$ cat src/rtl/gmii_rx_reconcile_pkg.sv
// gmii_rx_reconcile_pkg: shared state encoding, GMII code constants and helpers for the GMII receive reconciliation block
package gmii_rx_reconcile_pkg;
  typedef enum logic [2:0] {
    ST_IDLE,
    ST_PREAMBLE,
    ST_DATA,
    ST_EXTEND,
    ST_DROP
  } state_t;

  typedef enum logic [2:0] {
    RX_IDLE,
    RX_FALSE_CARRIER,
    RX_EXTEND,
    RX_EXTEND_ERROR,
    RX_DATA,
    RX_DATA_ERROR,
    RX_RESERVED
  } rx_class_t;

  localparam logic [7:0] PREAMBLE_BYTE   = 8'h55;
  localparam logic [7:0] SFD_BYTE        = 8'hD5;
  localparam logic [7:0] FALSE_CARRIER   = 8'h0E;
  localparam logic [7:0] CARRIER_EXT     = 8'h0F;
  localparam logic [7:0] CARRIER_EXT_ERR = 8'h1F;

  // Where a carrier starting with this byte leads: preamble, straight to data, or junk.
  function automatic state_t sof_state(input logic [7:0] d);
    return d == PREAMBLE_BYTE ? ST_PREAMBLE : d == SFD_BYTE ? ST_DATA : ST_DROP;
  endfunction

  function automatic logic [15:0] sat_inc(input logic [15:0] v);
    return &v ? v : v + 16'd1;
  endfunction
endpackage

$ cat src/rtl/gmii_rx_reconcile_decode.sv
// gmii_rx_decode: combinational classification of one GMII receive sample
module gmii_rx_decode
  import gmii_rx_reconcile_pkg::*;
(
  input  logic       rx_dv,
  input  logic       rx_er,
  input  logic [7:0] rxd,
  output rx_class_t  cls
);
  always_comb
    cls = rx_dv ? (rx_er ? RX_DATA_ERROR : RX_DATA) :
          !rx_er ? RX_IDLE :
          rxd == FALSE_CARRIER ? RX_FALSE_CARRIER :
          rxd == CARRIER_EXT ? RX_EXTEND :
          rxd == CARRIER_EXT_ERR ? RX_EXTEND_ERROR : RX_RESERVED;
endmodule

$ cat src/rtl/gmii_rx_reconcile.sv
// gmii_rx_reconcile: GMII receive reconciliation, strips preamble/SFD and reports data, extension and frame status
module gmii_rx_reconcile
  import gmii_rx_reconcile_pkg::*;
(
  input  logic        clk,
  input  logic        reset,
  input  logic [7:0]  rxd,
  input  logic        rx_dv,
  input  logic        rx_er,
  output logic        pls_data_indicate_valid,
  output logic [7:0]  pls_data_indicate_byte,
  output logic        pls_data_indicate_error,
  output logic        pls_data_indicate_extend,
  output logic        pls_data_indicate_extenderror,
  output logic        pls_carrier_indicate,
  output logic        false_carrier,
  output logic        frame_done,
  output logic        frame_error,
  output logic [15:0] byte_count
);
  rx_class_t   cls;
  state_t      state, nxt;
  logic        v, de, ext, exterr, fc, done, clr, bump, seterr, pend, pend_n;
  logic [15:0] cnt_e;
  logic        fe_e;

  gmii_rx_decode u_decode (
    .rx_dv (rx_dv),
    .rx_er (rx_er),
    .rxd   (rxd),
    .cls   (cls)
  );

  // A burst SFD straight out of EXTEND must not disturb the status shown with
  // that cycle's frame_done, so the clear is applied one cycle later via pend.
  assign cnt_e = pend ? 16'd0 : byte_count;
  assign fe_e  = pend ? 1'b0 : frame_error;

  always_comb begin
    nxt    = state;
    v      = 1'b0;
    de     = 1'b0;
    ext    = 1'b0;
    exterr = 1'b0;
    fc     = 1'b0;
    done   = 1'b0;
    clr    = 1'b0;
    bump   = 1'b0;
    seterr = 1'b0;
    pend_n = 1'b0;
    case (state)
      ST_IDLE, ST_PREAMBLE: begin
        nxt = rx_dv ? sof_state(rxd) : ST_IDLE;
        fc  = state == ST_IDLE && cls == RX_FALSE_CARRIER;
        clr = nxt == ST_DATA;
      end
      ST_DATA: begin
        v      = rx_dv;
        bump   = rx_dv;
        de     = cls == RX_DATA_ERROR;
        ext    = cls == RX_EXTEND;
        exterr = cls == RX_EXTEND_ERROR;
        seterr = de || exterr;
        done   = !rx_dv && !ext && !exterr;
        nxt    = rx_dv ? ST_DATA : (ext || exterr) ? ST_EXTEND : ST_IDLE;
      end
      ST_EXTEND: begin
        ext    = cls == RX_EXTEND;
        exterr = !rx_dv && rx_er && !ext;
        seterr = exterr;
        done   = rx_dv || !rx_er;
        nxt    = rx_dv ? sof_state(rxd) : rx_er ? ST_EXTEND : ST_IDLE;
        pend_n = nxt == ST_DATA;
      end
      ST_DROP: nxt = rx_dv ? ST_DROP : ST_IDLE;
      default: nxt = ST_IDLE;
    endcase
  end

  always_ff @(posedge clk) state <= reset ? ST_IDLE : nxt;

  always_ff @(posedge clk) begin
    if (reset) begin
      pls_data_indicate_valid       <= 1'b0;
      pls_data_indicate_byte        <= 8'h00;
      pls_data_indicate_error       <= 1'b0;
      pls_data_indicate_extend      <= 1'b0;
      pls_data_indicate_extenderror <= 1'b0;
      pls_carrier_indicate          <= 1'b0;
      false_carrier                 <= 1'b0;
      frame_done                    <= 1'b0;
      frame_error                   <= 1'b0;
      byte_count                    <= 16'd0;
      pend                          <= 1'b0;
    end else begin
      pls_data_indicate_valid       <= v;
      pls_data_indicate_byte        <= v ? rxd : 8'h00;
      pls_data_indicate_error       <= de;
      pls_data_indicate_extend      <= ext;
      pls_data_indicate_extenderror <= exterr;
      pls_carrier_indicate          <= nxt != ST_IDLE || fc;
      false_carrier                 <= fc;
      frame_done                    <= done;
      frame_error                   <= !clr && (fe_e || seterr);
      byte_count                    <= clr ? 16'd0 : bump ? sat_inc(cnt_e) : cnt_e;
      pend                          <= pend_n;
    end
  end
endmodule

$ cat config.mk
export PLATFORM = sky130hd
export DESIGN_NAME = gmii_rx_reconcile
export DESIGN_NICKNAME = d
export VERILOG_FILES = /design/src/rtl/gmii_rx_reconcile_pkg.sv /design/src/rtl/gmii_rx_reconcile_decode.sv /design/src/rtl/gmii_rx_reconcile.sv
export SDC_FILE = /design/constraint.sdc
export NUM_CORES = 1
export LEC_CHECK = 0
export CAP_MARGIN = 30
export CORE_MARGIN = 2
export CORE_UTILIZATION = 40
export CTS_CLUSTER_SIZE = 25
export DETAILED_ROUTE_END_ITERATION = 6
export DONT_BUFFER_PORTS = 1
export HOLD_SLACK_MARGIN = 0.03
export SLEW_MARGIN = 30
export SYNTH_ARGS = -nofsm -noshare
export SYNTH_HDL_FRONTEND = slang
export SYNTH_SLANG_ARGS = --single-unit
$ cat constraint.sdc
create_clock -name clk -period 2.21 [get_ports clk]
set_input_delay 0.221 -clock clk [delete_from_list [all_inputs] [get_ports clk]]
set_output_delay 0.221 -clock clk [all_outputs]
set_load 0.02 [all_outputs]
==> results.md, run 1 <==
- Mapped Cells: ~180
- Syn avg cell area: 9.08 µm²
- # clock sinks: 36
- Register area share after synthesis: 43.4%
- Logic pwr share: 2.5%
- CTS root buffer: clkbuf_8
- Core box area: around 4000 µm²
- Tcrit/Tclk final: 95.5%
- Max-Cap Viols: 0
- Yosys reg bits: 36
- Die area: approximately 4700 µm²
- Status: finished, final reports clean
- Vias/cell: 5.49
- Final GP Congestion: 0.857
- LEAKAGE: 0.707 nW
- Yosys top cell by area: dfxtp_1
- P_int: 0.878 mW
- Finished Core Util: 47.6%
- Crit path DAT: 2280 ps
- IO buf count: 0
- CP max stage delay: slightly above 700 ps
- CTS tree: done
- CP bufs+invs: 0
- Post-layout min period: 2110 ps
- First-pass GRT wire length: 6100 µm
- Final Cell Area: 1900 µm²
- Post-Route WL: 3800 µm
- CTS resizes: 0
- RSZ-0062 raised after global routing: yes
- Skew final: about 9 ps
- Dpl hpwl: 2850 µm
- Bufs on Longest Clock Path: 2
- Most frequent cells in the layout: dfxtp_1, nor2_1, buf_4, nor3_1, a21oi_1
- Fillers: 378
- Post-CTS setup buffer count: 0
- # DRC: 0
- Crit path capture type: register
- Number of buffers created by CTS: 5
- Slowest stage cell on the critical path: or4_1
- Die Width: 68.5 µm
- Placed Cells: 239
- Initial core utilization: 41.5%
- Yosys warnings: 0
- Cell Area, Placed: ~1800 µm²
- CP max FO: 14
- Fin Hold WS: 65.8 ps
- # diodes: 0
- Core Rows: 23
- Post-route total power: 1.11 mW
- Finished Layout Cells: 249
- GRT Total Usage: 17.6%
- Crit path cell chain: nand4b_1 > or4_1 > o2111ai_1 > xor2_1 > nor2_1
- Commonest non-fill, non-tap cell in the layout: dfxtp_1
- Psw: 0.235 mW
- Share of cells above drive strength 1: 17.6%
- # setup viols final: 0
- Detailed Routing Iterations Pass 1: 4
- Clk pwr share: 38.7%
- IO Pins: 44
- Worst path top cell family by delay: simple AND/OR/NAND/NOR gates
- GR Overflow Total: 0
- Max_slew headroom: 73.3%
- Initial DRC count: 82
- Maximum vdd drop: 0.333 mV
- Required time of the worst setup path: 2380 ps
- Synth Cell Area: between 1500 and 2000 µm²
- Area Growth Syn to Fin: 14.6%
- Clk_lat worst skew: 280 ps
- Top cells by area, synth: dfxtp_1, nor2_1, nor3_1
- Wire per inst: between 15 and 20 µm
- Sequential share of power: 58.9%
- Worst Setup Start Kind: register
- Reg clk slew, reported paths: roughly 70 ps
- Top cell type's share of synthesized area: 43.4%
- Routed vias: 1367
- DIE HEIGHT: 68.5 µm
- Reg-to-reg setup timing slack: between 90 and 100 ps
- Syn Nets: approximately 200
- H-tree lvl count: 2
- Fin. Hold Viols: 0
- Total Nets Final: about 210
- Distinct cells, synth: 47
- Worst Max-Slew Pin Slew: 400 ps
- Final ANT Viol Nets: 0
- Pwr per Cell Area: 584 nW/µm²
- Maximum number of pins on one net before global-route repair: 15
- Slew Limit Fails: 0
- Hold Path Class: input pin to register
- Sw Ratio: 21.1%
- FMAX: 474 MHz
- Initial antenna violation count: 0
- Vias in the first global route: 1282
- Crit Path Class: register to register
worst register-to-register path: stages (launching register included):
cell and delay [ps]:
dfxtp_1 430, nand4b_1 310, or4_1 710, o2111ai_1 310, xor2_1 180, nor2_1 50
cells by family (layout without fill, tap and decap cells):
| kind of cell | Yosys count | count (layout) | share of synthesized area, % |
|---|---|---|---|
| and+or+nand+nor | 91 | 91 | 33.5 |
| adders and majority gates | 1 | 1 | 0.753 |
| DFF | 36 | 36 | 43.4 |
| xor gates and xnor gates | 10 | 10 | 5.27 |
| muxes | 2 | 2 | 1.20 |
| buffers and inverters | 14 | 30 | 3.54 |
| AOI/OAI and AO/OA | 29 | 29 | 12.3 |
state kept, by name (all words and copies together) (netlist names):
name                           count
pls_data_indicate_valid            1
pls_data_indicate_byte             8
byte_count                        16
pls_data_indicate_extend           1
pls_data_indicate_extenderror      1
false_carrier                      1
state                              3
pend                               1
pls_data_indicate_error            1
frame_done                         1
frame_error                        1
pls_carrier_indicate               1
area by class of cell:
type	instances	area [µm²]	area share (%)
repair buffers	18	143	7.49
flip-flops and latches	36	721	37.8
clock buffers	6	72.6	3.81
inverters	5	18.8	0.986
clock inverters	1	5.00	0.263
multi-input cells	133	882	46.3
well taps	50	62.6	3.29
synth_stat cells, drive strengths merged:
cell type / n
nand3b: 1
o41ai: 1
or4: 3
o31ai: 2
or2: 3
nor4: 2
o2111ai: 3
nand2b: 6
o21ai: 8
and2: 7
a211oi: 1
mux2i: 2
and4bb: 3
nor4bb: 1
nor2b: 6
nand4b: 5
xor2: 5
nand2: 6
ha: 1
or3: 2
dfxtp: 36
inv: 5
o211ai: 2
clkbuf: 5
nand3: 6
xnor2: 5
o31a: 1
buf: 4
nor2: 21
nor3b: 1
and3: 1
nor3: 11
o21a: 1
a21oi: 9
nand4: 5
nand4bb: 1
o311a: 1
per-layer routing:
metal	global-route usage (%)	share of wire, %
met5	0	0
met4	9.25	1.2
met3	5.59	8.3
met2	25.2	44
met1	23.3	46
repair_timing:
item / CTS / global route
hold endpoints to repair: 6 / 0
endpoints found under the setup margin: 0 / 4
hold buffers: 3 / 0
path summary, 6_finish.rpt:
| kind | start | end | cells past startpoint |
|---|---|---|---|
| setup / recovery | pend | byte_count[5] | 5 |
| hold / removal | rxd[0] | pls_data_indicate_byte[0] | 1 |
| setup reg to reg | pend | byte_count[5] | 5 |
| hold reg to reg | state[0] | pend | 2 |
per-stage QoR:
step | setup TNS [ps] | setup slack (ps)
after floorplan | 0 | 323
after detailed placement | 0 | 135
after global placement | 0 | 222
final | 0 | 99.5
after CTS | 0 | 114
after global routing | -73.9 | -32.3
power groups by stage:
stage                     logic, mW  clock network, mW  registers (mW)
after floorplan              0.0224                  0           0.667
after global placement       0.0231                  0           0.670
after detailed placement     0.0233                  0           0.670
after CTS                    0.0273              0.445           0.655
after global routing         0.0305              0.476           0.655
final                        0.0274              0.430           0.655
Power figures use the tool's default switching activity.
==> run 2, diff against run 1 <==
Settings changed: CORE_ASPECT_RATIO set to 1.75.
==> results.md, run 2 (synthesis gave the netlist of run 1 again) <==
- Dpl hpwl: 3140 µm (+10%)
- # clock sinks: 36 (unchanged)
- Area Growth Syn to Fin: 18.7%
- Status: finished, final reports clean
- Worst Setup Start Kind: register
- Wire per inst: 16.9 µm (+10%)
- Fillers: 394 (+4.2%)
- # diodes: 0 (unchanged)
- Die area: 4710 µm² (+0.44%)
- IO buf count: 0 (unchanged)
- Initial antenna violation count: 0 (unchanged)
- Post-layout min period: 1990 ps (-118 ps)
- Crit path DAT: 2180 ps (-100 ps)
- Skew final: 7.64 ps (-1.29 ps)
- FMAX: 502 MHz (+5.9%)
- Fin. Hold Viols: 0 (unchanged)
- DIE HEIGHT: 89.3 µm (+30%)
- Vias in the first global route: 1496 (+17%)
- CP max FO: 14 (unchanged)
- H-tree lvl count: 2 (unchanged)
- Number of buffers created by CTS: 5 (unchanged)
- Tcrit/Tclk final: 90.2% (-5.3 points)
- Pwr per Cell Area: 640 nW/µm² (+9.6%)
- Placed Cells: 239 (unchanged)
- First-pass GRT wire length: 6880 µm (+13%)
- Finished Layout Cells: 251 (+0.80%)
- Final GP Congestion: 0.824 (-3.9%)
- Final Cell Area: 1970 µm² (+3.5%)
- CTS root buffer: clkbuf_8
- Cell Area, Placed: 1800 µm² (+0.35%)
- Reg clk slew, reported paths: 80 ps (about the same)
- Finished Core Util: 48.4% (+0.81 points)
- Required time of the worst setup path: 2400 ps (+20 ps)
- Multi-input gate area: 900 µm² (+2.0%)
- GRT Total Usage: 20.1% (+2.5 points)
- Die Width: 52.7 µm (-23%)
- IO Pins: 44 (unchanged)
- Initial DRC count: 58 (-29%)
- Detailed Routing Iterations Pass 1: 4 (unchanged)
- # DRC: 0 (unchanged)
- Most frequent cells in the layout: dfxtp_1, nor2_1, buf_4, nor3_1, a21oi_1
- Share of cells above drive strength 1: 19.8% (+2.2 points)
- RSZ-0062 raised after global routing: no
- Biggest register: byte_count
- Crit path capture type: register
- Post-route total power: 1.26 mW (+13%)
- Clk_lat worst skew: 290 ps (about the same)
- Hold Path Class: input pin to register
- Post-Route WL: 4230 µm (+11%)
- Worst Max-Slew Pin Slew: 414 ps (+14.7 ps)
- Core box area: 4070 µm² (+1.8%)
- Maximum vdd drop: 0.462 mV (+39%)
- Max-Cap Viols: 0 (unchanged)
- # setup viols final: 0 (unchanged)
- Commonest non-fill, non-tap cell in the layout: dfxtp_1
- Routed vias: 1411 (+3.2%)
- Max reg flops: 16 (unchanged)
- Max_slew headroom: 72.3% (-0.98 points)
- Crit Path Class: register to register
- Final setup TNS: 0 ps (unchanged)
- Bufs on Longest Clock Path: 2 (unchanged)
- Core Rows: 31 (+35%)
- Final ANT Viol Nets: 0 (unchanged)
- Register area: 721 µm² (unchanged)
- Initial core utilization: 40.8% (-0.74 points)
- Vias/cell: 5.62 (+2.4%)
- GR Overflow Total: 0 (unchanged)
- CTS tree: done
- Total Nets Final: 214 (+0.94%)
- Slew Limit Fails: 0 (unchanged)
- LEAKAGE: 0.749 nW (+5.9%)
- Maximum number of pins on one net before global-route repair: 15 (unchanged)
- Top flop regs: byte_count x16, pls_data_indicate_byte x8, state x3
[run 2: critical path: stages (launching register included)]
cell and delay (ps):
dfxtp_1 440, nand4b_1 320, or4_4 600, o21ai_0 290, xor2_1 180, nor2_1 50
[run 2: stage by stage]
stage               hold WS (ps)  setup WS, ps
finish                      40.4           217
global route                35.5          64.1
CTS                         35.1           105
detailed placement           301           132
global placement             301           137
floorplan                    297           323
[run 2: routing by layer]
metal / global-route usage, % / vias to the layer above / part of all wire, %
li1: - / 685 / -
met1: 18.3 / 673 / 34
met2: 38.6 / 44 / 57
met3: 6.02 / 9 / 6.2
met4: 9.79 / 0 / 2.0
met5: 0 / - / 0
[run 2: final cells by class]
type | count | share of cell area [%]
Tap cell | 49 | 3.11
Inverter | 5 | 0.952
Clock buffer | 5 | 3.49
Multi-Input combinational cell | 133 | 45.6
Sequential cell | 36 | 36.5
Clock inverter | 3 | 2.16
Timing Repair Buffer | 20 | 8.12
[run 2: path summary, 6_finish.rpt]
check        startpoint                   endpoint  slack (ps)  cells past startpoint
max                pend              byte_count[7]         220                      5
min reg2reg    state[0]                       pend         570                      2
max reg2reg        pend              byte_count[7]         220                      5
min              rxd[1]  pls_data_indicate_byte[1]          40                      1
[run 2: report_power, final]
| group | switching (mW) | total (mW) | internal [mW] | leakage (nW) |
|---|---|---|---|---|
| logic | 0.0143 | 0.0283 | 0.0140 | 0.404 |
| clock network | 0.246 | 0.580 | 0.334 | 0.0541 |
| registers | 0.00437 | 0.655 | 0.650 | 0.290 |
| total | 0.265 | 1.26 | 0.998 | 0.749 |
[run 2: repair_timing]
item	4_1_cts	5_1_grt
endpoints found under the hold margin	6	0
hold buffers	4	0
buffers inserted	0	0
gates resized for setup	0	3
endpoints found under the setup margin	0	6
